File: config.mk
export PLATFORM = sky130hd
export DESIGN_NAME = adder_share_arbiter
export DESIGN_NICKNAME = d
export VERILOG_FILES = /design/src/rtl/adder_share_pkg.sv /design/src/rtl/adder_share_arbiter_cla.sv /design/src/rtl/adder_share_arbiter_rr.sv /design/src/rtl/adder_share_arbiter.sv
export SDC_FILE = /design/constraint.sdc
export NUM_CORES = 1
export LEC_CHECK = 0
export CORE_MARGIN = 2
export CORE_UTILIZATION = 46
export CTS_CLUSTER_DIAMETER = 200
export DETAILED_ROUTE_END_ITERATION = 12
export PLACE_DENSITY = 0.78
export SETUP_SLACK_MARGIN = 0.4
export SYNTH_ARGS = -nofsm -noshare
export SYNTH_HDL_FRONTEND = slang
export SYNTH_SLANG_ARGS = --single-unit
File: constraint.sdc
create_clock -name Clk -period 6.65 [get_ports Clk]
set_input_delay 1.995 -clock Clk [delete_from_list [all_inputs] [get_ports Clk]]
set_output_delay 1.995 -clock Clk [all_outputs]
set_load 0.05 [all_outputs]
File: src/rtl/adder_share_pkg.sv
// Shared types and constants for the adder-sharing arbiter.
package adder_share_pkg;

  // The adder core is 16 bits wide.
  localparam int WIDTH     = 16;
  localparam int DEF_N_REQ = 3;
  // The tag field is sized for the largest supported requester count (8).
  localparam int OP_ID_W   = 3;

  typedef enum logic [1:0] {
    IDLE = 2'd0,
    EXEC = 2'd1,
    RESP = 2'd2
  } state_t;

  typedef struct packed {
    logic [WIDTH-1:0]   a;
    logic [WIDTH-1:0]   b;
    logic               cin;
    logic [OP_ID_W-1:0] id;
  } add_op_t;

endpackage

File: src/rtl/adder_share_arbiter_cla.sv
// 16-bit two-level carry-lookahead adder: four 4-bit groups whose carries
// are produced by a group-level lookahead unit.
module cla16 (
  input  logic [15:0] a,
  input  logic [15:0] b,
  input  logic        cin,
  output logic [15:0] sum,
  output logic        cout
);

  logic [15:0] w_p;
  logic [15:0] w_g;
  logic [16:0] w_c;
  logic [3:0]  w_gp;
  logic [3:0]  w_gg;
  logic [4:0]  w_gc;

  assign w_p = a ^ b;
  assign w_g = a & b;

  genvar gi;
  generate
    for (gi = 0; gi < 4; gi++) begin : g_grp
      localparam int B = 4 * gi;
      // Group generate/propagate feed the second-level lookahead.
      assign w_gg[gi] = w_g[B+3]
                      | (w_p[B+3] & w_g[B+2])
                      | (w_p[B+3] & w_p[B+2] & w_g[B+1])
                      | (w_p[B+3] & w_p[B+2] & w_p[B+1] & w_g[B]);
      assign w_gp[gi] = &w_p[B+3:B];
      // Bit carries inside the group, expanded from the group carry-in.
      assign w_c[B]   = w_gc[gi];
      assign w_c[B+1] = w_g[B] | (w_p[B] & w_gc[gi]);
      assign w_c[B+2] = w_g[B+1] | (w_p[B+1] & w_g[B])
                      | (w_p[B+1] & w_p[B] & w_gc[gi]);
      assign w_c[B+3] = w_g[B+2] | (w_p[B+2] & w_g[B+1])
                      | (w_p[B+2] & w_p[B+1] & w_g[B])
                      | (w_p[B+2] & w_p[B+1] & w_p[B] & w_gc[gi]);
    end
  endgenerate

  // Second-level lookahead across the four groups.
  assign w_gc[0] = cin;
  assign w_gc[1] = w_gg[0] | (w_gp[0] & w_gc[0]);
  assign w_gc[2] = w_gg[1] | (w_gp[1] & w_gg[0]) | (w_gp[1] & w_gp[0] & w_gc[0]);
  assign w_gc[3] = w_gg[2] | (w_gp[2] & w_gg[1]) | (w_gp[2] & w_gp[1] & w_gg[0])
                 | (w_gp[2] & w_gp[1] & w_gp[0] & w_gc[0]);
  assign w_gc[4] = w_gg[3] | (w_gp[3] & w_gg[2]) | (w_gp[3] & w_gp[2] & w_gg[1])
                 | (w_gp[3] & w_gp[2] & w_gp[1] & w_gg[0])
                 | (w_gp[3] & w_gp[2] & w_gp[1] & w_gp[0] & w_gc[0]);

  assign w_c[16] = w_gc[4];
  assign sum     = w_p ^ w_c[15:0];
  assign cout    = w_c[16];

endmodule

File: src/rtl/adder_share_arbiter_rr.sv
// Combinational round-robin arbiter: picks the first requester at or above
// ptr, wrapping modulo N_REQ. Produces a one-hot grant plus its index.
module rr_arbiter #(
  parameter int N_REQ = 3,
  parameter int ID_W  = 2
) (
  input  logic [N_REQ-1:0] req,
  input  logic [ID_W-1:0]  ptr,
  output logic [N_REQ-1:0] gnt,
  output logic [ID_W-1:0]  gnt_idx,
  output logic             any_gnt
);

  // Distance of each requester from the pointer, in priority order.
  int w_dist [N_REQ];

  genvar gi;
  generate
    for (gi = 0; gi < N_REQ; gi++) begin : g_dist
      assign w_dist[gi] = (gi >= int'(ptr)) ? (gi - int'(ptr))
                                            : (gi + N_REQ - int'(ptr));
    end
  endgenerate

  // Pick the valid requester with the smallest distance from the pointer.
  always_comb begin
    int best_dist;
    int best_idx;
    best_dist = N_REQ;
    best_idx  = 0;
    any_gnt   = 1'b0;
    gnt       = '0;
    for (int i = 0; i < N_REQ; i++) begin
      if (req[i] && (w_dist[i] < best_dist)) begin
        best_dist = w_dist[i];
        best_idx  = i;
        any_gnt   = 1'b1;
      end
    end
    for (int i = 0; i < N_REQ; i++) begin
      gnt[i] = any_gnt && (best_idx == i);
    end
    gnt_idx = ID_W'(best_idx);
  end

endmodule

File: src/rtl/adder_share_arbiter.sv
// Shares one 16-bit CLA among N_REQ requesters: round-robin accept in IDLE,
// add from registered operands in EXEC, hold a tagged result in RESP.
module adder_share_arbiter #(
  parameter int N_REQ = adder_share_pkg::DEF_N_REQ,
  parameter int WIDTH = adder_share_pkg::WIDTH,
  parameter int ID_W  = 2
) (
  input  logic                   Clk,
  input  logic                   Reset,
  input  logic [N_REQ-1:0]       req_valid,
  input  logic [N_REQ*WIDTH-1:0] req_a,
  input  logic [N_REQ*WIDTH-1:0] req_b,
  input  logic [N_REQ-1:0]       req_cin,
  output logic [N_REQ-1:0]       req_ready,
  output logic                   rsp_valid,
  output logic [ID_W-1:0]        rsp_id,
  output logic [WIDTH-1:0]       rsp_sum,
  output logic                   rsp_cout,
  output logic                   rsp_ovf,
  input  logic                   rsp_ready,
  output logic                   busy
);

  import adder_share_pkg::*;

  state_t           r_state;
  state_t           w_state_next;
  logic [ID_W-1:0]  r_rr_ptr;
  logic [ID_W-1:0]  w_rr_ptr_next;
  add_op_t          r_op;

  logic [N_REQ-1:0] w_gnt;
  logic [ID_W-1:0]  w_gnt_idx;
  logic             w_any;
  logic             w_accept;
  logic [N_REQ-1:0] w_req_ready;

  logic [WIDTH-1:0] w_sum;
  logic             w_cout;
  logic             w_ovf;

  logic             r_rsp_valid;
  logic [ID_W-1:0]  r_rsp_id;
  logic [WIDTH-1:0] r_rsp_sum;
  logic             r_rsp_cout;
  logic             r_rsp_ovf;

  rr_arbiter #(
    .N_REQ (N_REQ),
    .ID_W  (ID_W)
  ) u_arb (
    .req     (req_valid),
    .ptr     (r_rr_ptr),
    .gnt     (w_gnt),
    .gnt_idx (w_gnt_idx),
    .any_gnt (w_any)
  );

  // The adder only ever sees the registered operands.
  cla16 u_add (
    .a    (r_op.a),
    .b    (r_op.b),
    .cin  (r_op.cin),
    .sum  (w_sum),
    .cout (w_cout)
  );

  assign w_ovf = (r_op.a[WIDTH-1] == r_op.b[WIDTH-1]) &&
                 (w_sum[WIDTH-1] != r_op.a[WIDTH-1]);

  // Next-state, pointer advance and acceptance; grants only in IDLE.
  always_comb begin
    w_state_next  = r_state;
    w_rr_ptr_next = r_rr_ptr;
    w_req_ready   = '0;
    w_accept      = 1'b0;
    case (r_state)
      IDLE: begin
        if (w_any) begin
          w_req_ready   = w_gnt;
          w_accept      = 1'b1;
          w_state_next  = EXEC;
          w_rr_ptr_next = (int'(w_gnt_idx) == N_REQ - 1) ? '0
                                                         : (w_gnt_idx + ID_W'(1));
        end
      end
      EXEC: w_state_next = RESP;
      RESP: begin
        if (rsp_ready) begin
          w_state_next = IDLE;
        end
      end
      default: w_state_next = IDLE;
    endcase
  end

  // Acceptance is suppressed while reset is held so nothing is granted then.
  assign req_ready = w_req_ready & {N_REQ{~Reset}};

  // State register and round-robin pointer.
  always_ff @(posedge Clk or posedge Reset) begin
    if (Reset) begin
      r_state  <= IDLE;
      r_rr_ptr <= '0;
    end else begin
      r_state  <= w_state_next;
      r_rr_ptr <= w_rr_ptr_next;
    end
  end

  // Latch the granted requester's operands and tag at acceptance.
  always_ff @(posedge Clk or posedge Reset) begin
    if (Reset) begin
      r_op <= '0;
    end else if (w_accept) begin
      r_op.a   <= req_a[w_gnt_idx*WIDTH +: WIDTH];
      r_op.b   <= req_b[w_gnt_idx*WIDTH +: WIDTH];
      r_op.cin <= req_cin[w_gnt_idx];
      r_op.id  <= OP_ID_W'(w_gnt_idx);
    end
  end

  // Capture the result at the end of EXEC and hold it until taken.
  always_ff @(posedge Clk or posedge Reset) begin
    if (Reset) begin
      r_rsp_valid <= 1'b0;
      r_rsp_id    <= '0;
      r_rsp_sum   <= '0;
      r_rsp_cout  <= 1'b0;
      r_rsp_ovf   <= 1'b0;
    end else if (r_state == EXEC) begin
      r_rsp_valid <= 1'b1;
      r_rsp_id    <= ID_W'(r_op.id);
      r_rsp_sum   <= w_sum;
      r_rsp_cout  <= w_cout;
      r_rsp_ovf   <= w_ovf;
    end else if ((r_state == RESP) && rsp_ready) begin
      r_rsp_valid <= 1'b0;
    end
  end

  assign rsp_valid = r_rsp_valid;
  assign rsp_id    = r_rsp_id;
  assign rsp_sum   = r_rsp_sum;
  assign rsp_cout  = r_rsp_cout;
  assign rsp_ovf   = r_rsp_ovf;
  assign busy      = (r_state != IDLE);

endmodule

==> flow_summary.toml <==
[status]
status = "completed"

[pwr]
pwr-share-seq_pct = 23.3
ir_worst_vdd_mv = 0.408
power.leakage_nw = 2.58
pwr-share-clk_pct = 12.5
combPwrFrac_pct = 64.1
finalPower_w = 0.00294
internal-power_w = 0.00158
p_sw_w = 0.00136
power_density_nw_per_um2 = 533
switching_share_pct = 46.3

[global_route]
grt_pass1_wl_um = 15800
grt_use_total_pct = 22.8
antenna_found_initial = 0
grt_start_max_net_pins = 61
grt_overflow_total = 0
grt_pass1_vias = 3356

[critical_path]
path_class = "primary input to primary output"
cpPeakStageDelay_ns = 0.27
critPathSlowestCell = "ha_4"
reg2reg_from = "r_rr_ptr[1]"
path_max_fanout = 4
rr_worst_depth = 18
r2r_slack_ns = 2.72
rr_endpoint = "r_op[30]"
critPathCaptureType = "primary output"
startpoint_type = "primary input"
path_cells = "buf_6 > nor2b_4 > ha_4 > inv_4 > a21oi_4 > nor2b_4 > o21ai_4 > o21ai_2 > ha_1 > o31a_1 > o21ai_2 > a22oi_4 > buf_6 > nor4b_4 > buf_12"
crit_required_ns = 4.66
cp.arrival_ns = 4.24

[sta]
layout_min_cycle_time_ns = 6.24
setup-violations-final = 0
final-max-slew-violation-count = 0
worstMarginPinSlew_ns = 1.01
slew_headroom_pct = 32.5
rsz0062_at_grt = "true"
hold_viol_final = 0
finalCritPeriodShare_pct = 93.8
fmax_mhz = 160
whs_ns = 0.480
skew_ns = 0.00979

[clock_tree]
cts_sinks = 60
cts_tree = "yes"
ctsHoldBuffers = 0
cts.clk_slew.worst_paths_ns = 0.07
numCtsBuffers = 9
clockBufferDepth = 2
clkLatencyLatePin_ns = 0.34
htree_levels = 3
ctsRootBufferMaster = "clkbuf_8"

[floorplanning]
die-height_um = 94.2
io_pins = 130
start_util_pct = 47.9
die-area_sq_um = 8870
placeableCoreArea_sq_um = 7810
rows = 32
dieWidth_um = 94.2

[placed_design]
io_buffer_count = 129
placed_area_sq_um = 5200
place_congestion = 0.810
dp_hpwl_um = 7060

[yosys]
synth_cells = 382
synth_top_cell_by_area = "dfrtp_1"
synthMostInstantiatedCell = "nand2_1"
syn-cell-area_sq_um = 3740
ys_seq_elements = 60
ys_types = 48
ys_warn_count = 0
avgSynthCellArea_sq_um = 9.80
ys_seq_area_share_pct = 40.1
async_flop_share_pct = 100
synth-edff-count = 0
synthTopCellsByCount = "nand2_1, dfrtp_1, inv_1, mux2i_1, o221ai_1"
netlist_top_cells_area = "dfrtp_1, mux2i_1, ha_1"
synth_ff_type = "dfrtp_1"
synth_top_area_share_pct = 40.1
synthesis.nets = 517

[hold_path]
hold_class = "register to register"
worstHoldPathCells = 1
min_to = "r_op[1]"
worstHoldStart = "r_op[1]"

[route]
drt_iter0_drc = 99
drc = 0
vias = 3304
avgRoutedWirePerCell_um = 15.6
ant_nets = 0
routed_wl_um = 9740
dr.pass1.iters = 7
via_per_inst = 5.29

[cells_and_area]
num_antenna_cells = 0
drive_gt1_share_pct = 11.7
syn2layout_area_growth_pct = 47.6
nNetsFinal = 653
final_area_sq_um = 5520

[job]
cap_violations = 0
## repair_timing
item	4_1_cts	5_1_grt
pin swaps	8	6
gates resized for setup	14	2
endpoints found under the setup margin	3	3
setup buffers	5	2
## power groups by stage
stage               clock [W]  sequential [W]  combinational, W
floorplan                   0        0.000865           0.00116
global placement            0        0.000683           0.00175
detailed placement          0        0.000692           0.00181
CTS                  0.000376        0.000687           0.00188
global route         0.000393        0.000709           0.00207
finish               0.000369        0.000687           0.00189
## per-stage QoR
stage	cells	setup TNS, ns	utilization, %	setup WS (ns)
2_1_floorplan	382	-0.0767	-	-0.0767
3_3_place_gp	602	-0.0154	66.6	-0.0154
3_5_place_dp	602	-0.236	66.6	-0.111
4_1_cts	623	0	70.4	0.437
5_1_grt	625	0	70.8	0.325
6_report	625	0	70.8	0.414
## critical path, delay by kind of cell
family | cells | cell delay [ns]
AND/OR/NAND/NOR | 3 | 0.44
buffers and inverters | 4 | 0.43
AO/OA/AOI/OAI | 6 | 0.80
adder cells (fa/ha/maj) | 2 | 0.54
## cell usage in the layout (no fill, tap or decap), drive strengths merged, types with 6 or more instances in the layout
| cell | netlist | final |
|---|---|---|
| clkdlybuf4s50 | 0 | 125 |
| nand2 | 62 | 62 |
| dfrtp | 60 | 60 |
| inv | 41 | 41 |
| mux2i | 33 | 33 |
| o221ai | 33 | 33 |
| ha | 26 | 26 |
| o21ai | 26 | 26 |
| buf | 16 | 18 |
| clkbuf | 2 | 9 |
| nor2 | 8 | 8 |
| a21oi | 8 | 8 |
| nand2b | 7 | 7 |
| xnor2 | 6 | 6 |
## kinds of logic (layout without fill, tap and decap cells)
kind of cell,count (synthesis),after routing,share of synthesized area [%]
AO/OA/AOI/OAI,92,92,18.9
XOR/XNOR,8,8,1.87
adder cells (fa/ha/maj),30,30,10.8
AND/OR/NAND/NOR,95,95,11.2
multiplexers,37,37,10.0
flip-flops,60,60,40.1
buffers and inverters,60,201,7.09
## flip-flops by register name (all words and copies together), names as in the netlist
| signal | count |
|---|---|
| rsp_id | 2 |
| rsp_sum | 16 |
| r_op | 35 |
| r_state | 2 |
| rsp_ovf | 1 |
| rsp_cout | 1 |
| rsp_valid | 1 |
| r_rr_ptr | 2 |
## cell type report
cell class | count | area [sq um]
inverters | 42 | 160
clock inverters | 7 | 101
fillers | 617 | 2280
well taps | 102 | 128
repair buffers | 143 | 1430
clock buffers | 9 | 124
multi-input cells | 262 | 2080
flip-flops and latches | 60 | 1500
## worst max-delay path by stage
stage	startpoint	to	slack, ns
floorplan	req_valid[0]	req_ready[0]	-0.08
global route	req_valid[0]	req_ready[1]	0.32
global placement	req_valid[0]	req_ready[0]	-0.02
finish	req_valid[0]	req_ready[1]	0.41
detailed placement	req_valid[0]	req_ready[1]	-0.11
CTS	req_valid[0]	req_ready[1]	0.44
## routing by layer
metal / wire, um / share of wire (%) / global-route usage, %
met5: 0 / 0 / 0
met4: 105 / 1.1 / 8.70
met3: 516 / 5.3 / 5.38
met2: 4890 / 50 / 37.4
met1: 4230 / 43 / 29.3
Note: power is estimated with default switching activity, not from simulation.
